File: config.mk
export PLATFORM = sky130hd
export DESIGN_NAME = vram_scanout_flat
export DESIGN_NICKNAME = d
export VERILOG_FILES = /design/src/rtl/vram_scanout_if.sv /design/src/rtl/vram_scanout.sv /design/src/flat_wrapper.sv
export SDC_FILE = /design/constraint.sdc
export NUM_CORES = 1
export LEC_CHECK = 0
export ABC_CLOCK_PERIOD_IN_PS = 3400
export BUFFER_PORTS_ARGS = -buffer_cell sky130_fd_sc_hd__buf_2
export CAP_MARGIN = 10
export CORE_MARGIN = 2
export CORE_UTILIZATION = 32
export DETAILED_ROUTE_END_ITERATION = 7
export SYNTH_ARGS = -nofsm -noshare
export SYNTH_HDL_FRONTEND = slang
export SYNTH_SLANG_ARGS = --single-unit
File: constraint.sdc
create_clock -name clk -period 3.4 [get_ports clk]
set_clock_uncertainty 0.2 [all_clocks]
set_input_delay 0.68 -clock clk [delete_from_list [all_inputs] [get_ports clk]]
set_output_delay 0.68 -clock clk [all_outputs]
set_load 0.02 [all_outputs]
File: src/rtl/vram_scanout_if.sv
`default_nettype none
// ============================================================================
// vram_scanout_if : VRAM read port (enable, address, returned data)
// Rev 1.0
// ============================================================================
interface vram_scanout_if #(
    parameter int ADDR_W = 20,
    parameter int DATA_W = 24
) ();
    logic              rd_en;
    logic [ADDR_W-1:0] rd_addr;
    logic [DATA_W-1:0] rd_data;

    modport master (output rd_en, output rd_addr, input rd_data);
    modport slave  (input rd_en, input rd_addr, output rd_data);
endinterface
`default_nettype wire

File: src/rtl/vram_scanout.sv
`default_nettype none
// ============================================================================
// vram_scanout : raster timing + VRAM reader, RGB/syncs aligned to read data.
// Optional colour-bar generator: VRAM_SCANOUT_TESTPAT_EN.   Rev 1.0
// ============================================================================
module vram_scanout #(
    parameter int H_ACTIVE = 640,
    parameter int H_FP     = 16,
    parameter int H_SYNC   = 96,
    parameter int H_BP     = 48,
    parameter int V_ACTIVE = 480,
    parameter int V_FP     = 10,
    parameter int V_SYNC   = 2,
    parameter int V_BP     = 33,
    parameter int ADDR_W   = 20,
    parameter int DATA_W   = 24,
    parameter int RD_LAT   = 1
) (
    input  wire logic          clk,
    input  wire logic          rst,
    input  wire logic          en,
`ifdef VRAM_SCANOUT_TESTPAT_EN
    input  wire logic          test_mode,
`endif
    vram_scanout_if.master     vram,
    output logic               hsync_n,
    output logic               vsync_n,
    output logic               de,
    output logic [DATA_W-1:0]  pix,
    output logic               frame_start
);
    localparam int c_h_tot = H_ACTIVE + H_FP + H_SYNC + H_BP;
    localparam int c_v_tot = V_ACTIVE + V_FP + V_SYNC + V_BP;
    localparam int c_hw    = (c_h_tot > 1) ? $clog2(c_h_tot) : 1;
    localparam int c_vw    = (c_v_tot > 1) ? $clog2(c_v_tot) : 1;

    localparam logic [c_hw-1:0] c_h_act   = c_hw'(H_ACTIVE);
    localparam logic [c_hw-1:0] c_h_act_l = c_hw'(H_ACTIVE - 1);
    localparam logic [c_hw-1:0] c_h_ss    = c_hw'(H_ACTIVE + H_FP);
    localparam logic [c_hw-1:0] c_h_sl    = c_hw'(H_ACTIVE + H_FP + H_SYNC - 1);
    localparam logic [c_hw-1:0] c_h_last  = c_hw'(c_h_tot - 1);
    localparam logic [c_hw-1:0] c_h_one   = c_hw'(1);
    localparam logic [c_vw-1:0] c_v_act   = c_vw'(V_ACTIVE);
    localparam logic [c_vw-1:0] c_v_act_l = c_vw'(V_ACTIVE - 1);
    localparam logic [c_vw-1:0] c_v_ss    = c_vw'(V_ACTIVE + V_FP);
    localparam logic [c_vw-1:0] c_v_sl    = c_vw'(V_ACTIVE + V_FP + V_SYNC - 1);
    localparam logic [c_vw-1:0] c_v_last  = c_vw'(c_v_tot - 1);
    localparam logic [c_vw-1:0] c_v_one   = c_vw'(1);
    localparam logic [ADDR_W-1:0] c_a_one = ADDR_W'(1);

    // Delay bundle: [0]=de [1]=hsync_n [2]=vsync_n [3]=frame flag (+[6:4] bar colour, [7] test)
`ifdef VRAM_SCANOUT_TESTPAT_EN
    localparam int c_pw = 8;
`else
    localparam int c_pw = 4;
`endif
    localparam logic [c_pw-1:0] c_idle = c_pw'(4'b0110);

    generate
        if ((64'(H_ACTIVE) * 64'(V_ACTIVE)) > (64'd1 << ADDR_W)) begin : g_addr_w_check
            $error("vram_scanout: H_ACTIVE*V_ACTIVE exceeds 2**ADDR_W");
        end
        if (RD_LAT < 1) begin : g_rd_lat_check
            $error("vram_scanout: RD_LAT must be >= 1");
        end
    endgenerate

    typedef enum logic [0:0] {S_IDLE = 1'b0, S_SCAN = 1'b1} state_t;

    state_t            r_state;
    logic [c_hw-1:0]   r_h;
    logic [c_vw-1:0]   r_v;
    logic [ADDR_W-1:0] r_addr;
    logic [c_pw-1:0]   r_dly [RD_LAT];

    logic w_scan, w_act, w_hs_n, w_vs_n, w_fs, w_h_wrap, w_v_wrap, w_last_px;
    logic [c_pw-1:0]   w_raw;
    logic [c_pw-1:0]   w_tail;
    logic [DATA_W-1:0] w_pix_src;

    assign w_scan    = (r_state == S_SCAN);
    assign w_act     = w_scan && (r_h < c_h_act) && (r_v < c_v_act);
    assign w_hs_n    = !(w_scan && (r_h >= c_h_ss) && (r_h <= c_h_sl));
    assign w_vs_n    = !(w_scan && (r_v >= c_v_ss) && (r_v <= c_v_sl));
    assign w_fs      = w_scan && (r_h == '0) && (r_v == '0);
    assign w_h_wrap  = (r_h == c_h_last);
    assign w_v_wrap  = (r_v == c_v_last);
    assign w_last_px = (r_h == c_h_act_l) && (r_v == c_v_act_l);
    assign w_tail    = r_dly[RD_LAT-1];

`ifdef VRAM_SCANOUT_TESTPAT_EN
    logic [2:0] w_bar;
    logic [2:0] w_col;
    assign w_bar     = 3'((32'(r_h) * 8) / H_ACTIVE);
    assign w_raw     = {test_mode, ~w_bar, w_fs, w_vs_n, w_hs_n, w_act};
    assign w_col     = w_tail[6:4];
    assign w_pix_src = w_tail[7] ? DATA_W'({{8{w_col[2]}}, {8{w_col[1]}}, {8{w_col[0]}}})
                                 : vram.rd_data;
`else
    assign w_raw     = {w_fs, w_vs_n, w_hs_n, w_act};
    assign w_pix_src = vram.rd_data;
`endif

    assign vram.rd_en   = w_act;
    assign vram.rd_addr = r_addr;

    always_ff @(posedge clk) begin
        if (rst) begin
            r_state <= S_IDLE;
            r_h     <= '0;
            r_v     <= '0;
            r_addr  <= '0;
        end else begin
            case (r_state)
                S_IDLE: begin
                    r_h    <= '0;
                    r_v    <= '0;
                    r_addr <= '0;
                    if (en) r_state <= S_SCAN;
                end
                S_SCAN: begin
                    if (!en) begin
                        r_state <= S_IDLE;
                        r_h     <= '0;
                        r_v     <= '0;
                        r_addr  <= '0;
                    end else begin
                        if (w_h_wrap) begin
                            r_h <= '0;
                            r_v <= w_v_wrap ? '0 : r_v + c_v_one;
                        end else begin
                            r_h <= r_h + c_h_one;
                        end
                        // Wrapping on the last visible pixel keeps rd_addr within the frame
                        if (w_last_px)  r_addr <= '0;
                        else if (w_act) r_addr <= r_addr + c_a_one;
                    end
                end
                default: r_state <= S_IDLE;
            endcase
        end
    end

    // Raw timing waits RD_LAT clocks for its pixel, then everything registers together
    always_ff @(posedge clk) begin
        if (rst) begin
            for (int i = 0; i < RD_LAT; i++) r_dly[i] <= c_idle;
            hsync_n     <= 1'b1;
            vsync_n     <= 1'b1;
            de          <= 1'b0;
            pix         <= '0;
            frame_start <= 1'b0;
        end else begin
            r_dly[0] <= w_raw;
            for (int i = 1; i < RD_LAT; i++) r_dly[i] <= r_dly[i-1];
            de          <= w_tail[0];
            hsync_n     <= w_tail[1];
            vsync_n     <= w_tail[2];
            frame_start <= w_tail[3];
            pix         <= w_tail[0] ? w_pix_src : '0;
        end
    end
endmodule
`default_nettype wire

File: src/flat_wrapper.sv
// flat-port wrapper written by rule: the top's interface ports become plain ports
module vram_scanout_flat 
#(
    parameter int H_ACTIVE = 640,
    parameter int H_FP     = 16,
    parameter int H_SYNC   = 96,
    parameter int H_BP     = 48,
    parameter int V_ACTIVE = 480,
    parameter int V_FP     = 10,
    parameter int V_SYNC   = 2,
    parameter int V_BP     = 33,
    parameter int ADDR_W   = 20,
    parameter int DATA_W   = 24,
    parameter int RD_LAT   = 1
)
  (clk, rst, en, hsync_n, vsync_n, de, pix, frame_start, vram_rd_en, vram_rd_addr, vram_rd_data);
  vram_scanout_if #(.ADDR_W(ADDR_W), .DATA_W(DATA_W)) vram_i ();
  input  wire logic clk;
  input  wire logic rst;
  input  wire logic en;
  output logic hsync_n;
  output logic vsync_n;
  output logic de;
  output logic [DATA_W-1:0] pix;
  output logic frame_start;
  output wire logic [$bits(vram_i.rd_en)-1:0] vram_rd_en;
  output wire logic [$bits(vram_i.rd_addr)-1:0] vram_rd_addr;
  input wire logic [$bits(vram_i.rd_data)-1:0] vram_rd_data;
  assign vram_rd_en = vram_i.rd_en;
  assign vram_rd_addr = vram_i.rd_addr;
  assign vram_i.rd_data = vram_rd_data;
  vram_scanout #(.H_ACTIVE(H_ACTIVE), .H_FP(H_FP), .H_SYNC(H_SYNC), .H_BP(H_BP), .V_ACTIVE(V_ACTIVE), .V_FP(V_FP), .V_SYNC(V_SYNC), .V_BP(V_BP), .ADDR_W(ADDR_W), .DATA_W(DATA_W), .RD_LAT(RD_LAT)) u_core (.clk(clk), .rst(rst), .en(en), .vram(vram_i), .hsync_n(hsync_n), .vsync_n(vsync_n), .de(de), .pix(pix), .frame_start(frame_start));
endmodule
After elaboration in Yosys (flattened, before gate mapping)
Memories as Yosys holds them, arrays and structs flattened.
Cells that the tools add are included.
- register bits after elaboration: 69
- output and inout port bits: 49
- memories: 1
- memory bits (writable): 4
- bits of input ports: 27
- memory list (name ; words ; width ; rd ports ; clocked after Yosys merged registers in ; write ports ; line ; text):
    u_core.r_dly ; 1 ; 4 ; 1 ; 0 ; 1 ; vram_scanout.sv:74 ; logic [c_pw-1:0] r_dly [RD_LAT];
- bitwise logic cells: 2
- equality and inequality tests: 6
- reductions and logical operators: 15
- order comparisons: 6
- mux-type cells: 17
- add/sub/neg operators: 3
- operators with widths (kind ; number):
    20-bit two-way mux ; 3
    10-bit two-way mux ; 5
    10-bit case mux with 2 select lines ; 2
    20-bit case mux with 2 select lines ; 1
    10-bit == test (second input constant) ; 3
    10-bit by 1-bit adder with 10-bit output (second input constant) ; 2
    20-bit by 1-bit adder with 20-bit output (second input constant) ; 1
    10-bit zero test ; 2
    10-bit by 9-bit == test with 1-bit output (second input constant) ; 1
    10-bit greater-or-equal comparator (second input constant) ; 1
    10-bit by 9-bit greater-or-equal comparator with 1-bit output (second input constant) ; 1
    10-bit less-or-equal comparator (second input constant) ; 1
    10-bit by 9-bit less-or-equal comparator with 1-bit output (second input constant) ; 1
    10-bit less-than comparator (second input constant) ; 1
    10-bit by 9-bit less-than comparator with 1-bit output (second input constant) ; 1
    1-bit logical AND ; 9
    1-bit two-way mux ; 5
    4-bit two-way mux ; 1
    4-bit inequality test (second input constant) ; 1
    4-bit OR reduction ; 1
    3-bit inequality test (second input constant) ; 1
    1-bit zero test ; 2
    1-bit inverter ; 2
    2-bit OR reduction ; 1

Depth between registers and ports, before layout
Gate-level depths: netlist of run 1.
- depth after elaboration: 7
- gate-level depth with buffers: 8
- depth with buffers taken out: 7

Worst setup path after synthesis of run 1
OpenSTA, ideal clock, no wires.
- path type: flip-flop to flip-flop
- start: register u_core.r_h[0]
- end: register u_core.r_addr[17] (netlist: u_core.vram.rd_addr[17])
- stages on the path, launching flop included: 8
- path buffers: 1
- data arrival time: 1657 ps
- slack: 1473 ps
- data required time: 3130 ps
- cells stage by stage: dfxtp_1 ha_1 and4_1 buf_4 and4_4 a21oi_2 or3b_1 a21oi_1
- longest elaborated chain between the ends: 5
- RTL lines (element ; line ; text):
    from (decl) ; vram_scanout.sv:71 ; logic [c_hw-1:0] r_h;
    from (signal assigned) ; vram_scanout.sv:132 ; r_h <= r_h + c_h_one;
    branches (longest 5 deep; another with 10-bit less-than comparator) ; - ;
    to (signal assigned) ; vram_scanout.sv:136 ; else if (w_act) r_addr <= r_addr + c_a_one;
    to (decl) ; vram_scanout.sv:73 ; logic [ADDR_W-1:0] r_addr;
Parallel ways; which one is timed is not known.
A chain may end at the register's enable or synchronous reset.

Worst setup path after layout of run 1
- start: register u_core.r_h[7]
- end: output port vram_rd_en
- longest elaborated chain between the ends: 3
- RTL lines (element ; line ; text):
    10-bit less-than comparator ; vram_scanout.sv:82 ; assign w_act = w_scan && (r_h < c_h_act) && (r_v < c_v_act);
    1-bit logical AND (2 in series) ; vram_scanout.sv:82 ;
    to (decl) ; flat_wrapper.sv:26 ; output wire logic [$bits(vram_i.rd_en)-1:0] vram_rd_en;
No other way between the ends.

==> results.toml, run 1 <==
[status]
status = "completed"

[placement]
routabilityCongestion = 0.845
post-place-cells = 483
dp_hpwl_um = 4380
dpl_worst_slack_ns = 1.17
placed_area_um2 = 3400
portBuffers = 75

[global_route]
grt_pass1_vias = 2064
busiest_layer = "met2"
grt_pass1_wl_um = 9890
track_usage_pct = 12.4
grt_overflow = 0
antenna_found_initial = 0
use_met1_pct = 16.0
grt_max_degree = 26
grtUsageMet3_pct = 4.60
grt_util_met2_pct = 18.2

[timing]
tightest_slew_ns = 0.537
fin_ws_ns = 0.931
post-route-period-util_pct = 72.6
rsz0062_at_grt = "false"
hold_viol_final = 0
slew_violations = 0
period_needed_ns = 2.47
max_slew_margin_pct = 64.1
tns_ns = 0
finalSetupViolCount = 0
fmax_mhz = 405

[die]
die_y_um = 100
die-area_um2 = 10000
rows = 35
io_pins = 76
core-area_um2 = 9110
start_util_pct = 32.5
die_x_um = 100

[critical_path]
crit_type = "register to primary output"
path_max_fanout = 7
start_kind = "register"
crit_path_end_kind = "primary output"
r2r_cells = 6
required_ns = 2.52
arrival_ns = 1.59
rr_startpoint = "u_core.r_v[1]"
r2r_slack_ns = 1.15
r2r-end = "u_core.vram.rd_addr[18]"

[final_layout]
utilization_pct = 39.5
drive_above_1_share_pct = 27.1
fin_cells = 499
layout-area-overhead-vs-synth_pct = 21.5
antenna_cells = 0
design_area_um2 = 3590
num-nets-final = 416

[synthesis]
synth_area_leader_cell = "dfxtp_1"
synth_area_leaders = "dfxtp_1, xor2_1, and2_1, nor2_1, nand4_1"
syn_inst = 309
yosys_warnings = 0
syn_nets = 342
async_flop_share_pct = 0
synth_edf_count = 0
yosysMostFrequentCell = "dfxtp_1"
synth_ff_type = "dfxtp_1"
synth.top_cell.area_share_pct = 49.4
syn_area_um2 = 2960
syn_avg_cell_area_um2 = 9.58
synth-seq-area-share_pct = 49.4
synth_cell_type_count = 46
synth-seq-cells = 73
ys_top_cells_by_count = "dfxtp_1, nor2_1, and2_1"

[pwr]
power_density_nw_per_um2 = 437
seqPwrFrac_pct = 55.0
vdd_drop_max_mv = 0.156
combPwrFrac_pct = 3.2
p_int_mw = 1.22
p_clk_share_pct = 41.7
p_sw_share_pct = 22.1
switchingPower_mw = 0.348
p_leak_nw = 1.47

[detailed_routing]
dr.pass1.iters = 4
final_antenna_net_count = 0
drt_iter0_drc = 69
drc_errors = 0
routed_wirelength_um = 5970
wl_per_cell_um = 12.0
vias = 2318
drt-vias-per-instance = 4.65

[clocking]
cts_setup_buffers = 0
clk_pin_slew_worst_paths_ns = 0.08
htreeDepth = 3
cts_tree = "built"
cts_hold_buf = 0
ctsLongestPathBuffers = 2
clock_latency_ns = 0.34
numCtsBuffers = 9
cts_resized = 0
clock_sinks = 73
cts_root_buf = "clkbuf_8"

[run]
max_cap_viol_count = 0

[min_path]
hold-path-cell-count = 1
min_path_type = "register to register"
hold_end = "u_core.vsync_n"
min_from = "u_core.r_dly[0][2]"
==> metrics by stage <==
stage | power, mW | hold slack, ns
global placement | 0.936 | 0.199
detailed placement | 0.936 | 0.202
finish | 1.57 | 0.212
floorplan | 0.912 | 0.189
global route | 1.65 | 0.240
CTS | 1.60 | 0.212
==> critical path, cell delays in order (launching register included) <==
cell	delay, ns
dfxtp_1	0.38
o21ai_1	0.30
nand4_4	0.19
inv_1	0.18
buf_2	0.19
==> state kept, by name, indices dropped and copies added, names as in the netlist, 4 cells and up <==
signal	flops
u_core.r_dly	4
u_core.r_v	10
u_core.pix	24
u_core.vram.rd_addr	20
u_core.r_h	10
==> power by group through the flow <==
stage | sequential, mW | combinational [mW] | clock, mW
CTS | 0.865 | 0.0514 | 0.686
floorplan | 0.891 | 0.0202 | 0
detailed placement | 0.885 | 0.0510 | 0
global route | 0.865 | 0.0565 | 0.724
finish | 0.865 | 0.0507 | 0.656
global placement | 0.884 | 0.0516 | 0
==> metal layers <==
metal  part of all wire [%]  wire length [um]  vias up
met2                     43              2580       69
met1                     48              2870     1045
met3                    7.5               446        6
li1                       -                 -     1198
met5                      0                 0        -
met4                    1.2                71        0
==> layout by cell type (no fill, tap or decap), types with 8 or more instances in the layout <==
master	count
nor2_1	45
nand4_1	14
and2_1	27
clkbuf_8	9
buf_2	75
nand3_1	17
nand2_1	16
xor2_1	26
dfxtp_1	73
and3_1	8
==> logic make-up after synthesis <==
kind of cell             synth area share (%)
multiplexers                            0.338
flip-flops                               49.4
adder cells (fa/ha/maj)                  2.54
AND/OR/NAND/NOR                          30.4
buffers and inverters                    3.47
AO/OA/AOI/OAI                            4.36
XOR/XNOR                                 9.47
==> worst max path at each step <==
stage	start	end
floorplan	u_core.r_h[0]	u_core.vram.rd_addr[17]
global placement	u_core.r_v[1]	u_core.vram.rd_addr[14]
detailed placement	u_core.r_v[1]	u_core.vram.rd_addr[8]
CTS	u_core.r_h[7]	vram_rd_en
global route	u_core.r_h[7]	vram_rd_en
finish	u_core.r_h[7]	vram_rd_en
==> cell type report <==
cell class                 instances  area [um^2]
clock buffer                      10          128
fill                             913         5510
sequential                        73         1460
clock inverter                     6         66.3
timing repair buffer              76          383
inverter                           6         22.5
multi-input combinational        217         1400
tap                              111          139
Power figures use the tool's default switching activity.
==> inputs of run 2 (changes only) <==
- ABC_AREA: default -> 1
- ABC_CLOCK_PERIOD_IN_PS: 3400 -> 2560
- clock period: 3.4 -> 2.56 ns (I/O delays scaled with it)
==> results.toml, run 2 <==
[min_path]
hold-path-cell-count = 3
min_path_type = "input pin to register"

[detailed_routing]
drt-vias-per-instance = 4.47
routed_wirelength_um = 7410
drt_iter0_drc = 168
dr.pass1.iters = 4
wl_per_cell_um = 10.9
vias = 3047
final_antenna_net_count = 0
drc_errors = 0

[critical_path]
path_max_fanout = 6
start_kind = "register"
crit_type = "register to primary output"
required_ns = 1.85
r2r_cells = 12
crit_path_end_kind = "primary output"
arrival_ns = 1.49

[timing]
slew_violations = 0
max_slew_margin_pct = 65.7
post-route-period-util_pct = 85.9
timing.hold.ws_ns = 0.162
finalSetupViolCount = 0
rsz0062_at_grt = "false"
hold_viol_final = 0
tns_ns = 0
tightest_slew_ns = 0.514
period_needed_ns = 2.20
fmax_mhz = 455

[synthesis]
syn_inst = 462
synth.top_cell.area_share_pct = 43.8
ys_top_cells_by_count = "nor2_1, nand2_1, inv_1"
synth_cell_type_count = 41
synth_area_leader_cell = "dfxtp_1"
synth_area_leaders = "dfxtp_1, nor2_1, nand2_1, inv_1, nand3_1"
synth-seq-cells = 73
async_flop_share_pct = 0
syn_area_um2 = 3340
yosysMostFrequentCell = "nor2_1"
syn_nets = 495
syn_avg_cell_area_um2 = 7.23
synth_edf_count = 0
yosys_warnings = 0
synth-seq-area-share_pct = 43.8
synth_ff_type = "dfxtp_1"

[final_layout]
fillers = 1063
top_register = "u_core.pix"
layout_commonest_cell = "nor2_1"
fin_cells = 682
layout_common_cells = "nor2_1, nand2_1, buf_2"
layout-area-overhead-vs-synth_pct = 21.5
multi_input_area_um2 = 1490
num-nets-final = 574
antenna_cells = 0
regArea_um2 = 1460
utilization_pct = 39.7
largest_reg_flops = 24
drive_above_1_share_pct = 24.2

[clocking]
ctsLongestPathBuffers = 2
numCtsBuffers = 9
clock_sinks = 73
htreeDepth = 3
cts_root_buf = "clkbuf_8"
cts_tree = "built"
cts_setup_buffers = 0
clock_latency_ns = 0.35
cts_resized = 0
cts_hold_buf = 0
clk_pin_slew_worst_paths_ns = 0.08

[die]
die_y_um = 106
io_pins = 76
core-area_um2 = 10200
die_x_um = 106
start_util_pct = 32.6
rows = 37
die-area_um2 = 11300

[global_route]
grt_pass1_vias = 2750
grt_pass1_wl_um = 12400
antenna_found_initial = 0
track_usage_pct = 13.6
grt_overflow = 0
grt_max_degree = 26

[pwr]
power_density_nw_per_um2 = 556
p_leak_nw = 1.89
power.total_mw = 2.26
vdd_drop_max_mv = 0.192

[run]
max_cap_viol_count = 0

[placement]
post-place-cells = 666
portBuffers = 75
routabilityCongestion = 0.843
dp_hpwl_um = 5530

[status]
status = "completed"
-- run 2: layout make-up --
class / count / area share, %
Sequential cell: 73 / 36.0
Timing Repair Buffer: 76 / 9.44
Multi-Input combinational cell: 296 / 36.6
Clock buffer: 9 / 3.05
Clock inverter: 7 / 2.50
Tap cell: 136 / 4.19
Inverter: 85 / 8.20
-- run 2: where the power goes --
group	internal (mW)	leakage, nW	switching, mW
clock	0.557	0.106	0.460
sequential	1.14	0.590	0.00386
combinational	0.0346	1.20	0.0558
-- run 2: final timing paths --
check                                   startpoint            endpoint  slack (ns)
worst max-delay path                 u_core.r_v[7]          vram_rd_en        0.36
worst min-delay path              vram_rd_data[18]      u_core.pix[18]        0.16
worst max register to register       u_core.r_h[0]       u_core.r_v[7]        0.55
worst min register to register  u_core.r_dly[0][3]  u_core.frame_start        0.21
-- run 2: layer usage --
layer	global-route usage, %	up-vias	routed length [um]
li1	-	1586	-
met1	17.3	1377	3370
met2	22.1	78	3540
met3	3.80	6	425
met4	4.51	0	74
met5	0	-	0
-- run 2: cells by family after synthesis --
kind of cell,Yosys count,share of synthesized area (%)
buf+inv,93,11.8
fa+ha+maj,6,2.25
compound gates,31,5.36
simple gates,255,35.8
xor+xnor,4,1.05
flops,73,43.8
-- run 2: critical path, cell delays in order (launching register included) --
cell and delay, ns:
dfxtp_1 0.43, nand2_1 0.08, clkinv_1 0.06, nand4_1 0.15
nand2_2 0.16, inv_1 0.10, buf_2 0.17
-- run 2: stage by stage --
| stage | setup WS [ns] | area (um^2) |
|---|---|---|
| after global routing | 0.225 | 4060 |
| after CTS | 0.347 | 4060 |
| after floorplan | 0.788 | 3340 |
| after detailed placement | 0.474 | 3830 |
| after global placement | 0.514 | 3830 |
| final | 0.361 | 4060 |
